[src/rtl/pci_arb_pkg.sv]
// pci_arb_pkg: shared PCI arbitration types and constants
package pci_arb_pkg;
    typedef enum logic [1:0] {IDLE, REQ, OWN, GAP} req_state_t;
    localparam logic ASSERTED_N   = 1'b0;
    localparam logic DEASSERTED_N = 1'b1;
    localparam int   NUM_AGENTS   = 4;
endpackage

[src/rtl/pci_bus_requester_if.sv]
// pci_bus_requester_if: engine/arbiter/bus signals seen by one PCI requester
interface pci_bus_requester_if;
    logic xfer_req, xfer_done, gnt_n, frame_n, irdy_n;
    logic req_n, start, owner, lt_expired;
    modport master (
        input  xfer_req, xfer_done, gnt_n, frame_n, irdy_n,
        output req_n, start, owner, lt_expired
    );
    modport slave (
        output xfer_req, xfer_done, gnt_n, frame_n, irdy_n,
        input  req_n, start, owner, lt_expired
    );
endinterface

[src/rtl/pci_lat_timer.sv]
// pci_lat_timer: loadable counter, saturating at LIMIT counting up or at 0 counting down
module pci_lat_timer #(
    parameter int CNT_W = 8,
    parameter int LIMIT = 16
) (
    input  logic             clk,
    input  logic             rst,
    input  logic             clr,
    input  logic             load,
    input  logic [CNT_W-1:0] load_val,
    input  logic             en,
    input  logic             up,
    output logic [CNT_W-1:0] cnt,
    output logic             expired
);
    assign expired = up ? (cnt == CNT_W'(LIMIT)) : (cnt == '0);
    always_ff @(posedge clk)
        if (rst || clr) cnt <= '0;
        else if (load) cnt <= load_val;
        else if (en && !expired) cnt <= up ? cnt + 1'b1 : cnt - 1'b1;
endmodule

[src/rtl/pci_bus_requester.sv]
// pci_bus_requester: master side of the PCI REQ#/GNT# handshake with latency timer
module pci_bus_requester
    import pci_arb_pkg::*;
#(
    parameter int LAT_TIMER = 16,
    parameter int REQ_GAP   = 2,
    parameter int CNT_W     = 8
) (
    input  logic                       clk,
    input  logic                       rst,
    pci_bus_requester_if.master        bus
);
    req_state_t       state;
    logic [CNT_W-1:0] cnt;
    logic             cnt_sat, bus_idle, grant_ok, release_bus;
    assign bus_idle    = bus.frame_n & bus.irdy_n;
    assign grant_ok    = state == REQ && bus.xfer_req && bus.gnt_n == ASSERTED_N && bus_idle;
    assign release_bus = state == OWN && bus.xfer_done;
    // One counter serves both phases: up as lat_cnt in OWN, down as gap_cnt otherwise
    pci_lat_timer #(.CNT_W(CNT_W), .LIMIT(LAT_TIMER)) u_timer (
        .clk      (clk),
        .rst      (rst),
        .clr      (grant_ok),
        .load     (release_bus),
        .load_val (CNT_W'(REQ_GAP)),
        .en       (state == OWN || state == GAP),
        .up       (state == OWN),
        .cnt      (cnt),
        .expired  (cnt_sat)
    );
    always_ff @(posedge clk) begin
        if (rst) begin
            state          <= IDLE;
            bus.req_n      <= DEASSERTED_N;
            bus.start      <= 1'b0;
            bus.owner      <= 1'b0;
            bus.lt_expired <= 1'b0;
        end else begin
            bus.start <= 1'b0;
            case (state)
                IDLE: if (bus.xfer_req && cnt_sat) begin
                    state     <= REQ;
                    bus.req_n <= ASSERTED_N;
                end
                REQ: if (!bus.xfer_req) begin
                    state     <= IDLE;
                    bus.req_n <= DEASSERTED_N;
                end else if (grant_ok) begin
                    state          <= OWN;
                    bus.start      <= 1'b1;
                    bus.owner      <= 1'b1;
                    bus.lt_expired <= 1'b0;
                end
                OWN: if (bus.xfer_done) begin
                    state          <= GAP;
                    bus.req_n      <= DEASSERTED_N;
                    bus.owner      <= 1'b0;
                    bus.lt_expired <= 1'b0;
                end else bus.lt_expired <= cnt_sat & bus.gnt_n;
                GAP: if (cnt <= CNT_W'(1)) state <= IDLE;
                default: state <= IDLE;
            endcase
        end
    end
endmodule

[src/flat_wrapper.sv]
// flat-port wrapper written by rule: the top's interface ports become plain ports
module pci_bus_requester_flat import pci_arb_pkg::*;
#(
    parameter int LAT_TIMER = 16,
    parameter int REQ_GAP   = 2,
    parameter int CNT_W     = 8
)
  (clk, rst, bus_xfer_req, bus_xfer_done, bus_gnt_n, bus_frame_n, bus_irdy_n, bus_req_n, bus_start, bus_owner, bus_lt_expired);
  pci_bus_requester_if bus_i ();
  input  logic clk;
  input  logic rst;
  input wire logic [$bits(bus_i.xfer_req)-1:0] bus_xfer_req;
  input wire logic [$bits(bus_i.xfer_done)-1:0] bus_xfer_done;
  input wire logic [$bits(bus_i.gnt_n)-1:0] bus_gnt_n;
  input wire logic [$bits(bus_i.frame_n)-1:0] bus_frame_n;
  input wire logic [$bits(bus_i.irdy_n)-1:0] bus_irdy_n;
  output wire logic [$bits(bus_i.req_n)-1:0] bus_req_n;
  output wire logic [$bits(bus_i.start)-1:0] bus_start;
  output wire logic [$bits(bus_i.owner)-1:0] bus_owner;
  output wire logic [$bits(bus_i.lt_expired)-1:0] bus_lt_expired;
  assign bus_i.xfer_req = bus_xfer_req;
  assign bus_i.xfer_done = bus_xfer_done;
  assign bus_i.gnt_n = bus_gnt_n;
  assign bus_i.frame_n = bus_frame_n;
  assign bus_i.irdy_n = bus_irdy_n;
  assign bus_req_n = bus_i.req_n;
  assign bus_start = bus_i.start;
  assign bus_owner = bus_i.owner;
  assign bus_lt_expired = bus_i.lt_expired;
  pci_bus_requester #(.LAT_TIMER(LAT_TIMER), .REQ_GAP(REQ_GAP), .CNT_W(CNT_W)) u_core (.clk(clk), .rst(rst), .bus(bus_i));
endmodule
[config.mk]
export PLATFORM = sky130hd
export DESIGN_NAME = pci_bus_requester_flat
export DESIGN_NICKNAME = d
export VERILOG_FILES = /design/src/rtl/pci_arb_pkg.sv /design/src/rtl/pci_bus_requester_if.sv /design/src/rtl/pci_lat_timer.sv /design/src/rtl/pci_bus_requester.sv /design/src/flat_wrapper.sv
export SDC_FILE = /design/constraint.sdc
export NUM_CORES = 1
export LEC_CHECK = 0
export BUFFER_PORTS_ARGS = -buffer_cell sky130_fd_sc_hd__buf_4
export CORE_MARGIN = 2
export CORE_UTILIZATION = 57
export DETAILED_ROUTE_END_ITERATION = 6
export PLACE_DENSITY = 0.78
export SLEW_MARGIN = 20
export SYNTH_ARGS = -nofsm -noshare
export SYNTH_HDL_FRONTEND = slang
export SYNTH_SLANG_ARGS = --single-unit
[constraint.sdc]
create_clock -name clk -period 2.1 [get_ports clk]
set_input_delay 0.315 -clock clk [delete_from_list [all_inputs] [get_ports clk]]
set_output_delay 0.315 -clock clk [all_outputs]
set_load 0.03 [all_outputs]
==> flow_results.org <==
** Placed design
- Final HPWL from detailed placement :: 1690 um
- At the end of routability-driven placement, the weighted congestion stood at 0.897.
- IO buf count :: 10

** Global routing
- Global-route wire length before repair :: 3840 um
- The via count of the first global-routing pass came to 898.
- For this run the aggregate overflow at the end of global routing stands at 0.
- Maximum number of pins on one net before global-route repair :: 13
- Antenna violations before repair :: 0
- Across every metal layer, demand over resource in global routing totals 0.251.

** Cells and area
- Share of post-route cells with drive strength above 1 :: 0.277
- Antenna fix cells :: 0
- Fill cells :: 140
- Leaving out fill and tap cells, the most frequent cell in the layout is sky130_fd_sc_hd__buf_4.
- Nets@finish :: 153
- Fraction of the core area covered by cells at the end of the flow :: 0.686
- The top cell types in the final layout, fill and taps aside, are 20 x sky130_fd_sc_hd__buf_4, 16 x sky130_fd_sc_hd__nor2_1, 12 x sky130_fd_sc_hd__dfxtp_1, 9 x sky130_fd_sc_hd__inv_1, 9 x sky130_fd_sc_hd__nand2_1.
- Area overhead of the layout relative to synthesis :: 15.5%

** Floorplan
- In this run the count of I/O pins placed on the die edge is 11.
- Initial Util :: 0.594
- The die is 46.2 um tall.
- Cell Rows :: 15
- The region available for standard cell placement spans 1710 um2.
- Die Footprint :: 2130 um2
- From left edge to right edge, the die measures 46.2 um.

** STA
- Adding up every negative setup slack in the final design gives 0 ns.
- For the finished layout, the period the worst path requires is 2.03 ns.
- Actual transition at the worst max-transition pin :: 0.572 ns
- Setup violations remaining at the end of the flow were counted as 0.
- Timing-limited maximum frequency :: 491 MHz
- Clock skew on the completed layout was measured at 0.00311 ns.
- Hold Fails Final Rpt :: 0
- Final Max Tran Viols :: 0
- Final Cycle Share :: 0.969
- Worst slew margin relative to its limit :: 0.615

** Synth
- Mux cell area share after synthesis :: 0.0210
- The post-synthesis compound-gate area fraction was 0.179.
- Of the synthesized area, sequential elements account for 0.276.
- Largest family of logic cells by synthesized area :: simple AND/OR/NAND/NOR gates
- The cell area that synthesis handed to floorplanning was 1010 um2.
- Synthesized-area fraction occupied by and/or/nand/nor cells :: 0.266
- For this run, the leading register cell type out of synthesis is sky130_fd_sc_hd__dfxtp_1.
- Yosys printed 0 warnings.
- After synthesis, the share of flip-flops with an asynchronous set or reset is 0.
- The synthesized design contains 0 enable-type register cells.
- Post-Syn Nets :: 133
- Of the total synthesized cell area, the portion taken by XOR and XNOR cells is 0.0518.
- Flops & latches, synth :: 14
- After synthesis, the mean cell area works out to 8.60 um2.
- Of the total synthesized cell area, the portion taken by full adders, half adders and majority gates is 0.0986.
- Gate Count Post-Synth :: 118
- In this run, distinct cell masters in the synthesized netlist total 41.

** Job
- Max-cap violation count :: 0

** Setup path
- STA puts the critical path data required time at 2.31 ns.
- The critical path in this run is classified as reg2reg.
- R2R Setup Slk :: 0.07 ns
- Top fanout value on the critical path :: 5
- The worst setup path is captured at a flip-flop.
- The endpoint identified for the worst register-to-register timing path is u_core.u_timer.cnt[7].
- STA classifies the critical path startpoint as a flip-flop.
- Number of cells traversed by the worst register-to-register path :: 7
- The most critical setup path has its endpoint at u_core.u_timer.cnt[7].
- Worst Setup SP :: u_core.state[0]
- STA puts the critical path data arrival time at 2.24 ns.
- Startpoint of the most critical register-to-register path :: u_core.state[0]

** Clock tree
- CTS Root Buffer Type :: sky130_fd_sc_hd__clkbuf_4
- H-tree depth :: 1
- For this design, the sink count on the clock tree is 14.
- The longest clock path from root to sink contains 2 buffers.
- Clk slew on worst S/H paths :: 0.09 ns
- Insertion delay of the later-clocked pin in the worst-skew pair :: 0.28 ns
- Clock tree synthesis inserted a total of 3 buffers.
- Hold Buf Count CTS :: 0
- TritonCTS clock tree :: yes

** Detailed routing
- Via total after detailed routing :: 947
- Using the TritonRoute via totals, the vias-per-cell ratio works out to 5.85.
- In this run, the number of DRC markers left after iteration 0 of detailed routing was 31.
- In the final routed layout, each cell accounts on average for 13.8 um.
- In the routed design, unresolved DRC markers number 0.
- Routed Antenna Nets :: 0
- Detailed-route wire length :: 2230 um
- The first detailed-routing pass ran for 4 iterations.

** Min path
- Worst min-delay path category :: in2reg

** Power
- Largest voltage drop on the vdd net :: 0.592 mV
- Dividing total power by cell area gives a power density of 682 nW/um2.
- The analysis attributes to cell leakage a power of 0.497 nW.

** Run status
- Result of the run :: finished, final reports clean
[critical path: stages (launching register included)]
cell and delay [ns]:
sky130_fd_sc_hd__dfxtp_2 0.36, sky130_fd_sc_hd__inv_1 0.08, sky130_fd_sc_hd__ha_2 0.22, sky130_fd_sc_hd__or4_2 0.60
sky130_fd_sc_hd__nor3_4 0.16, sky130_fd_sc_hd__a21oi_1 0.09, sky130_fd_sc_hd__or3_1 0.30, sky130_fd_sc_hd__a21oi_1 0.15
[cells by family after synthesis]
logic type	Yosys count
compound gates	24
xor+xnor	6
fa+ha+maj	8
buf+inv	14
flops	14
mux	2
simple gates	50
[layout make-up]
type	count	area, um2	area share
Timing Repair Buffer	20	150	0.128
Tap cell	25	31.3	0.0267
Clock buffer	4	36.3	0.0309
Inverter	9	33.8	0.0288
Sequential cell	14	283	0.241
Multi-Input combinational cell	90	638	0.544
[worst min-delay path by stage]
stage	startpoint	to	slack (ns)	cells past startpoint
after floorplan	rst	flip-flop	0.38	1
after global placement	u_core.bus.req_n	u_core.bus.req_n	0.46	2
after detailed placement	u_core.bus.req_n	u_core.bus.req_n	0.47	2
after CTS	rst	u_core.bus.owner	0.23	2
after global routing	rst	flip-flop	0.24	2
final	rst	flip-flop	0.23	2
[sequential cells by signal, summed over array words and instances (netlist names), named ones only]
signal	flops
u_core.bus.start	1
u_core.bus.lt_expired	1
u_core.u_timer.cnt	8
u_core.state	1
u_core.bus.req_n	1
u_core.bus.owner	1
[layer usage]
metal,wire (um),global-route usage,vias to the layer above
met2,1150,0.439,46
li1,-,-,459
met1,917,0.302,438
met4,32,0.120,0
met5,0,0,-
met3,134,0.0275,4
[through the flow]
step                power (W)  worst slack [ns]  cells  hold WS [ns]  cell area, um2
floorplan            0.000528             0.166    118         0.384            1010
detailed placement   0.000595            0.0383    158         0.467            1120
finish               0.000799            0.0651    162         0.231            1170
global route         0.000850           -0.0150    162         0.236            1170
global placement     0.000587             0.139    158         0.464            1120
CTS                  0.000792            0.0254    162         0.230            1160
[synth_stat cells, types with 2 or more instances]
cell type	number	area share
sky130_fd_sc_hd__a21oi_1	4	0.020
sky130_fd_sc_hd__a31oi_1	2	0.012
sky130_fd_sc_hd__clkbuf_8	2	0.027
sky130_fd_sc_hd__dfxtp_1	14	0.28
sky130_fd_sc_hd__ha_1	8	0.099
sky130_fd_sc_hd__inv_1	9	0.033
sky130_fd_sc_hd__nand2_1	9	0.033
sky130_fd_sc_hd__nand3_1	2	0.0099
sky130_fd_sc_hd__nand4_1	5	0.031
sky130_fd_sc_hd__nor2_1	16	0.059
sky130_fd_sc_hd__nor3_1	4	0.020
sky130_fd_sc_hd__o211ai_1	3	0.022
sky130_fd_sc_hd__o21ai_0	5	0.025
sky130_fd_sc_hd__o221ai_1	2	0.017
sky130_fd_sc_hd__or3_1	2	0.012
sky130_fd_sc_hd__or4_2	2	0.017
sky130_fd_sc_hd__xnor2_1	2	0.017
sky130_fd_sc_hd__xor2_1	4	0.035
[power by group]
group | leakage [nW] | internal (W) | switching [W]
logic | 0.362 | 0.000132 | 0.000157
registers | 0.114 | 0.000293 | 0.0000208
clock network | 0.0210 | 0.000105 | 0.0000914
[timing repair]
action	CTS	global route
setup buffers	0	0
gates resized for setup	0	5
setup endpoints to repair	0	4
endpoints found under the hold margin	0	0
Power figures use the tool's default switching activity.
